<file path="config.mk">
export PLATFORM = sky130hd
export DESIGN_NAME = dm_slave_arbiter
export DESIGN_NICKNAME = d
export VERILOG_FILES = /design/src/rtl/dm_slave_arbiter.sv
export SDC_FILE = /design/constraint.sdc
export NUM_CORES = 1
export LEC_CHECK = 0
export CORE_AREA = 2 2 106 108
export CTS_CLUSTER_SIZE = 28
export DETAILED_ROUTE_END_ITERATION = 6
export DIE_AREA = 0 0 108 110
export GPL_TIMING_DRIVEN = 0
export PLACE_DENSITY_LB_ADDON = 0.08
export SLEW_MARGIN = 0
export SYNTH_ARGS = -nofsm -noshare
export SYNTH_HDL_FRONTEND = slang
export SYNTH_SLANG_ARGS = --single-unit
</file>
<file path="constraint.sdc">
create_clock -name clk -period 3.49 [get_ports clk]
set_input_delay 1.047 -clock clk [delete_from_list [all_inputs] [get_ports clk]]
set_output_delay 1.047 -clock clk [all_outputs]
set_load 0.02 [all_outputs]
</file>
<file path="src/rtl/dm_slave_arbiter.sv">
// Shares the debug module slave port between the data host (priority) and the instruction-fetch host.
// Grants are combinational and the response follows 1 cycle later. There is no backpressure: one grant per cycle, and a starvation guard protects the fetch host.
module dm_slave_arbiter #(
   parameter int unsigned     XLEN         = 32,
   parameter logic [XLEN-1:0] WIN_BASE     = 32'hCD00_0000,
   parameter logic [XLEN-1:0] WIN_MASK     = 32'hFFFF_0000,
   parameter int unsigned     STARVE_LIMIT = 4
) (
   input  logic              clk,
   input  logic              rst_ni,
   input  logic              d_req_i,
   input  logic              d_we_i,
   input  logic [XLEN-1:0]   d_addr_i,
   input  logic [XLEN/8-1:0] d_be_i,
   input  logic [XLEN-1:0]   d_wdata_i,
   output logic              d_gnt_o,
   output logic              d_rvalid_o,
   output logic              d_err_o,
   output logic [XLEN-1:0]   d_rdata_o,
   input  logic              i_req_i,
   input  logic [XLEN-1:0]   i_addr_i,
   output logic              i_gnt_o,
   output logic              i_rvalid_o,
   output logic              i_err_o,
   output logic [XLEN-1:0]   i_rdata_o,
   output logic              s_req_o,
   output logic              s_we_o,
   output logic [XLEN-1:0]   s_addr_o,
   output logic [XLEN/8-1:0] s_be_o,
   output logic [XLEN-1:0]   s_wdata_o,
   input  logic [XLEN-1:0]   s_rdata_i
);

   localparam int unsigned   SW  = $clog2(STARVE_LIMIT + 1);
   localparam logic [SW-1:0] LIM = SW'(STARVE_LIMIT);

   logic          r_en;
   logic [SW-1:0] r_starve;
   logic          r_rsp_v;
   logic          r_rsp_own;
   logic          r_rsp_err;
   logic          r_rsp_we;

   logic            w_d_win;
   logic            w_i_win;
   logic            w_gnt;
   logic            w_hit;
   logic [XLEN-1:0] w_addr;

   // Data host wins ties unless the fetch host has lost STARVE_LIMIT times in a row
   always_comb begin
      w_d_win = r_en & d_req_i & ~(i_req_i & (r_starve == LIM));
      w_i_win = r_en & i_req_i & ~w_d_win;
      w_gnt   = w_d_win | w_i_win;
      w_addr  = w_i_win ? i_addr_i : d_addr_i;
      w_hit   = (w_addr & WIN_MASK) == WIN_BASE;
   end

   assign d_gnt_o   = w_d_win;
   assign i_gnt_o   = w_i_win;
   assign s_req_o   = w_gnt & w_hit;
   assign s_we_o    = w_d_win & d_we_i;
   assign s_addr_o  = w_addr;
   assign s_be_o    = w_i_win ? {(XLEN/8){1'b1}} : d_be_i;
   assign s_wdata_o = w_i_win ? '0 : d_wdata_i;

   always_ff @(posedge clk or negedge rst_ni) begin
      if (!rst_ni) begin
         r_en      <= 1'b0;
         r_starve  <= '0;
         r_rsp_v   <= 1'b0;
         r_rsp_own <= 1'b0;
         r_rsp_err <= 1'b0;
         r_rsp_we  <= 1'b0;
      end else begin
         r_en <= 1'b1;
         if (w_i_win || !i_req_i) begin
            r_starve <= '0;
         end else if (w_d_win && (r_starve != LIM)) begin
            r_starve <= r_starve + SW'(1);
         end
         r_rsp_v   <= w_gnt;
         r_rsp_own <= w_i_win;
         r_rsp_err <= w_gnt & ~w_hit;
         r_rsp_we  <= w_d_win & d_we_i;
      end
   end

   // Read data is passed only to the owner of a clean read; acks and errors return zero
   assign d_rvalid_o = r_rsp_v & ~r_rsp_own;
   assign i_rvalid_o = r_rsp_v & r_rsp_own;
   assign d_err_o    = d_rvalid_o & r_rsp_err;
   assign i_err_o    = i_rvalid_o & r_rsp_err;
   assign d_rdata_o  = (d_rvalid_o & ~r_rsp_err & ~r_rsp_we) ? s_rdata_i : '0;
   assign i_rdata_o  = (i_rvalid_o & ~r_rsp_err) ? s_rdata_i : '0;

endmodule
</file>
---- Word level (Yosys, flattened, before mapping) ----
Cells that the tools add are included.
cells by class
  add/sub/neg operators ................... 1
  equal/unequal tests ..................... 3
  mux-type cells .......................... 7
  bitwise logic cells ..................... 22
  reduce and logical (&&, ||, !) cells .... 4
operator list
  cell                    count
  $mux W32                4
  $eq A16 B16 Y1 const B  1
  $and A1 B1 Y1           15
  $mux W3                 2
  $not A1 Y1              6
  $mux W4                 1
  $add A3 B1 Y3 const B   1
  $eq A3 B3 Y1 const B    1
  $ne A3 B3 Y1 const B    1
  $reduce_bool A2 Y1      1
  $logic_and A1 B1 Y1     1
  $logic_not A1 Y1        1
  $logic_or A1 B1 Y1      1
  $or A1 B1 Y1            1
word-level totals
  flip-flop bits (word level) ............. 8
  input bits .............................. 137
  output and inout port bits .............. 140
  word-level logic and storage cells ...... 43

---- Longest topological paths before layout ----
  word-level depth ........................ 10
  gate-level depth with buffers ........... 7
  depth with buffers taken out ............ 6

---- Worst setup path after synthesis ----
Ideal clock, no wire load.
  kind .................................... input to output
  start point ............................. in i_addr_i[19]
  end point ............................... out s_req_o
  arrival time ............................ 2.074 ns
  required time ........................... 2.443 ns
  setup slack ............................. 0.369 ns
  stages on the path ...................... 3
  path buffers ............................ 0
  path through ............................ or4b_4 -> nor4_4 -> o2bb2ai_2
on the way
  word-level cells in the longest chain between the ends .. 3
ends and longest elaborated chain
  item             line  RTL
  start, declared  21    input logic [XLEN-1:0] i_addr_i,
  $mux W32         55    w_addr = w_i_win ? i_addr_i : d_addr_i;
  $eq A16 B16 Y1   56    w_hit = (w_addr & WIN_MASK) == WIN_BASE;
  $and A1 B1 Y1    61    assign s_req_o = w_gnt & w_hit;
  end, declared    26    output logic s_req_o,
No other way between the ends.

---- Worst setup path after layout ----
  start point ............................. in i_addr_i[17]
  end point ............................... out s_req_o
The elaborated chain is that of the path after synthesis.

==> summary.md <==
| Metric | Value |
|---|---|
| Crit path capture type | `output pin` |
| IO Count | `between 200 and 300` |
| Yosys Warn Count | `0` |
| Yosys cell types | `32` |
| Starting DRT DRC Count | `60` |
| Mapped Area | `between 1500 and 2000 µm²` |
| DR WL/cell | `~15 µm` |
| Unrepaired setup endpoints after global routing | `false` |
| CTS H-tree depth | `1` |
| Hold Buf Count CTS | `0` |
| Fin Clk Skew | `~0.00034 ns` |
| Pleak | `between 1.5 and 2 nW` |
| First-pass GRT wire length | `12800 µm` |
| Synth Area in XOR/XNOR | `0%` |
| CP max stage delay | `around 0.50 ns` |
| Worst slack, placed | `-0.781 ns` |
| Starting Density | `around 15%` |
| Slowest cell on crit path | `or4b_4` |
| Die area | `around 12000 µm²` |
| CTS max path bufs | `2` |
| CP required | `2.44 ns` |
| Minimum clock period | `roughly 3.4 ns` |
| Core area | `around 11000 µm²` |
| Commonest cells after routing, fill and taps aside | `clkdlybuf4s50_1, and2_1, buf_2, dlygate4sd2_1, mux2_2` |
| Fin worst setup slack | `0.0453 ns` |
| Final RePlAce weighted congestion | `around 0.75` |
| Main combinational cell family by area after synthesis | `simple AND/OR/NAND/NOR gates` |
| Die height | `roughly 110 µm` |
| Final Power | `~0.7 mW` |
| Hold Violations, Final | `0` |
| Clk Latency, worst-skew pair | `roughly 0.23 ns` |
| Total Negative Setup Slacks | `0 ns` |
| Final WL | `about 9200 µm` |
| Post-detail-place hpwl | `8250 µm` |
| I/O Buffers | `between 200 and 300` |
| Register area share after synthesis | `approximately 12%` |
| Fmax | `slightly below 300 MHz` |
| DR vias/cell | `between 4 and 5` |
| Multiplexer share of the synthesized area | `a little under a quarter` |
| Hold crit path type | `reg2reg` |
| Commonest non-fill, non-tap cell in the layout | `clkdlybuf4s50_1` |
| Tot GR Track Use | `13.8%` |
| Pre-Repair DR Iteration Count | `4` |
| Vias in the first global route | `2479` |
| # rows | `38` |
| Grt ovf | `0` |
| Ratio of cells with drive above 1 in the final layout | `around a fifth` |
| Largest net degree at the start of global routing | `11` |
| Drc violations | `0` |
| Syn_nets | `approximately 340` |
| Compound-cell area share of the yosys netlist | `~4.5%` |
| Crit-path max FO | `2` |
| Vias | `about 2500` |
| Layout Nets | `roughly 620` |
| CP Launch Type | `input pin` |
| Max IR drop VDD | `0.0987 mV` |
| Reg clk slew, reported paths | `about 0.040 ns` |
| Final Cycle Share | `between 90% and 100%` |
| Max cap viols | `0` |
| Cell area power density | `roughly 160 nW/µm²` |
| ANT nets after route | `0` |
| FF+latch count, synth | `8` |
| CP Class | `in2out` |
| Post-layout util | `a little over two fifths` |
| Num CTS Buffers | `3` |
| Final Slew Violations | `0` |
| Clock root buffer | `clkbuf_8` |
| Mapped Avg Cell Area | `8.18 µm²` |
| Mapped Cells | `between 150 and 200` |
| CTS tree | `yes` |
| Synth Area in Adders | `around 1.6%` |
| Initial antenna violation count | `1` |
| Simple-gate share of the synthesized area | `slightly above 50%` |
| Status | `completed` |
| Sink Count | `8` |
| Area Growth Syn to Fin | `177%` |
| # setup viols final | `0` |
| Crit path DAT | `2.40 ns` |
| Die width | `roughly 110 µm` |
| Crit-path cells | `dlygate4sd2_1 > or4b_4 > nor4_4 > o2bb2ai_2 > buf_6` |
==> logic make-up after synthesis <==
family                     count (synthesis)
buffers and inverters                     18
other                                      1
muxes                                     32
adders and majority gates                  2
DFF                                        8
AOI/OAI and AO/OA                          8
and+or+nand+nor                          128
==> per-layer routing <==
| layer | vias up | GRT usage (%) | wire, µm |
|---|---|---|---|
| met5 | - | 0 | 0 |
| met4 | 0 | 3.94 | 151 |
| met3 | 8 | 5.76 | 1320 |
| met2 | 172 | 27.5 | 4900 |
| met1 | 1087 | 12.7 | 2780 |
| li1 | 1218 | - | - |
==> area by class of cell <==
type / count / area, µm²
Multi-Input combinational cell: 171 / 1340
Fill cell: 1101 / 6230
Sequential cell: 8 / 200
Clock buffer: 3 / 41.3
Antenna cell: 1 / 2.50
Timing Repair Buffer: 280 / 2600
Inverter: 4 / 17.5
Tap cell: 140 / 175
Buffer: 14 / 97.6
==> report_power, final <==
part	internal, mW	switching, mW	leakage [nW]
sequential	0.0972	0.00335	0.105
combinational	0.279	0.214	1.77
clock	0.0746	0.0353	0.0216
==> critical path: cells and delay by family <==
family | cells | cell delay [ns]
simple gates | 2 | 0.83
compound gates | 1 | 0.14
buf+inv | 2 | 0.39
==> through the flow <==
step	area, µm²	instances	hold slack (ns)
3_5_place_dp	4550	613	0.570
3_3_place_gp	4550	613	0.560
2_1_floorplan	1610	197	0.541
6_report	4470	621	0.575
5_1_grt	4470	621	0.595
4_1_cts	4500	619	0.577
==> path summary, 6_finish.rpt <==
kind | start | to | slack (ns) | cells past startpoint
max | i_addr_i[17] | s_req_o | 0.05 | 5
min | r_starve[1]$_DFFE_PN0P_ | r_starve[1]$_DFFE_PN0P_ | 0.58 | 2
max reg2reg | r_starve[0]$_DFFE_PN0P_ | r_rsp_err$_DFF_PN0_ | 2.02 | 7
min reg2reg | r_starve[1]$_DFFE_PN0P_ | r_starve[1]$_DFFE_PN0P_ | 0.58 | 2
max in group asynchronous | rst_ni | r_rsp_err$_DFF_PN0_ | 2.12 | 1
min in group asynchronous | rst_ni | r_starve[1]$_DFFE_PN0P_ | 1.10 | 1
==> synthesized netlist by cell type, drive strengths merged <==
master | n | area, µm²
o2bb2ai | 2 | 23.8
a21boi | 3 | 22.5
nand3 | 2 | 10.0
or4 | 2 | 15.0
inv | 4 | 17.5
and4 | 1 | 8.76
nand2 | 1 | 3.75
and3 | 1 | 6.26
nor2b | 4 | 25.0
nand4 | 4 | 25.0
a21bo | 1 | 10.0
dfrtp | 8 | 200
or4b | 1 | 13.8
conb | 1 | 3.75
nor3b | 1 | 12.5
buf | 6 | 48.8
o2111ai | 1 | 8.76
and2 | 100 | 626
o21a | 1 | 7.51
ha | 2 | 25.0
mux2 | 32 | 379
nand2b | 7 | 43.8
nor4 | 3 | 33.8
nor4b | 1 | 8.76
clkbuf | 8 | 32.5
==> registers in the layout, summed over array words and instances (netlist names) <==
signal     cells
r_starve       3
r_en           1
r_rsp_err      1
r_rsp_own      1
r_rsp_v        1
r_rsp_we       1
==> repair_timing <==
| action | in CTS | in global routing |
|---|---|---|
| endpoints found under the setup margin | 72 | 55 |
| hold endpoints to repair | 0 | 0 |
| setup buffers | 3 | 1 |
| pin swaps | 5 | 3 |
| resized for setup | 219 | 27 |
Note: power is estimated with default switching activity, not from simulation.
==> RTL edit (config.mk and constraints unchanged) <==
Change the parameter `STARVE_LIMIT` from 4 to 16.
--- a/src/rtl/dm_slave_arbiter.sv
+++ b/src/rtl/dm_slave_arbiter.sv
@@ -4,7 +4,7 @@
    parameter int unsigned     XLEN         = 32,
    parameter logic [XLEN-1:0] WIN_BASE     = 32'hCD00_0000,
    parameter logic [XLEN-1:0] WIN_MASK     = 32'hFFFF_0000,
-   parameter int unsigned     STARVE_LIMIT = 4
+   parameter int unsigned     STARVE_LIMIT = 16
 ) (
    input  logic              clk,
    input  logic              rst_ni,
Behaviour: not the same (a bounded check fails within 10 cycles, from zero or initial values and one cycle with rst_ni low).
==> RTL edit against the unedited design <==
- maximum frequency rose by 1.1%
- die area did not move
- combinational power down 1%
- total power rose by 7.6%
- register-to-register slack lost 0.57 ns
- critical path depth rose by 3
- via count rose by 3.4%
- global-route usage is 1.2 points higher
- wire length up 4.7%
- sequential cell count rose by 2
- worst setup slack better by 0.036 ns
- cell area up 3.6%
- synthesized area grew 3.9%
- critical path type unchanged
- largest power group unchanged
- highest routed layer unchanged
==> RTL edit: results (changes against the unedited design) <==
[routing]
drt_iter0_drc = 53  ; was 60
viasPerCell = 4.099  ; was 4.002
wire_per_inst_um = 15.30  ; was 14.75 um

[timing]
whs_ns = 0.5809  ; was 0.5753 ns
min_period_ns = 3.409  ; was 3.445 ns

[hold_path]
whs_endpoint = r_starve[3]$_DFFE_PN0P_  ; was r_starve[1]$_DFFE_PN0P_
hp-start = r_starve[3]$_DFFE_PN0P_  ; was r_starve[1]$_DFFE_PN0P_

[layout]
multi_input_area_share_pct = 30.07  ; was 29.86%
inv_count = 6  ; was 4
buffers_excl_clock = 293  ; was 294
clock_buffers = 4  ; was 3
largest_reg_flops = 5  ; was 3
regArea_sq_um = 250.2  ; was 200.2 sq um
multi_input_cells = 174  ; was 171
buf_share_pct = 59.01  ; was 60.37%
nets = 627  ; was 621
fill_cells = 1079  ; was 1,101
fin_util_pct = 43.29  ; was 41.79%
clk_share_pct = 1.189  ; was 0.9236%

[setup_path]
cp.arrival_ns = 2.36  ; was 2.40 ns
worst_r2r_path_depth = 8  ; was 7
crit_slowest_cell = mux2_2  ; was or4b_4
r2r_slack_ns = 1.45  ; was 2.02 ns
cp_top_family = buffers and inverters  ; was simple AND/OR/NAND/NOR gates
path_max_fanout = 10  ; was 2
crit_path_start = i_req_i  ; was i_addr_i[17]
cp_slowest_stage_delay_ns = 0.33  ; was 0.50 ns

[synthesis]
synth_area_per_cell_sq_um = 8.247  ; was 8.180 sq um
synthXorXnorAreaFrac_pct = 1.046  ; was 0%
yosys.area_share.adder_pct = 1.495  ; was 1.553%
netlist_top_cells_count = and2_1, nor2b_1, mux2_2  ; was and2_1, mux2_2, dfrtp_1
yosysUniqueCellTypes = 33  ; was 32
synth.net_count = 342  ; was 336
synth.area.top_cells = and2_1, mux2_2, dfrtp_1, nor2b_1, buf_6  ; was and2_1, mux2_2, dfrtp_1, mux2_4, nand2b_1
synthMuxAreaShare_pct = 23.02  ; was 23.52%
seq_area_frac_synth_pct = 14.95  ; was 12.42%

[global_routing]
grt_util_all_layers_pct = 15.01  ; was 13.80%
grt_pass1_vias = 2651  ; was 2,479
grt_start_max_net_pins = 12  ; was 11

[pwr]
ir_worst_vdd_mv = 0.07550  ; was 0.09871 mV
leakagePower_nw = 2.007  ; was 1.895 nW

[placed_design]
gp_congestion = 0.7541  ; was 0.7513
dp.cells = 619  ; was 613
dp_hpwl_um = 8587  ; was 8252 um

[outcome]
status = finished clean  ; unchanged

-- RTL edit: cell count changes after synthesis, sizes merged, moves of 3 or more --
cell    delta
or2        +4
and2      -32
nand2b     -6
nor2b     +30
a21boi     -3
nor2       +6
-- RTL edit: per-layer routing --
layer	global-route usage (%)	up-vias	share of wire, %
li1	-	1248	-
met1	13.95	1136	31
met4	4.029	0	1.9
met5	0	-	0
met3	3.645	12	10
met2	31.94	174	56
-- RTL edit: timing repair --
item	CTS	global route
pin swaps	7	8
setup endpoints to repair	102	64
resized for setup	216	18
buffers inserted	4	0
-- RTL edit: report_power, final --
| group | switching, W | internal [W] |
|---|---|---|
| Combinational | 0.000214 | 0.000272 |
| Sequential | 0.00000347 | 0.000120 |
| Clock | 0.0000486 | 0.0000994 |
| Total | 0.000266 | 0.000491 |
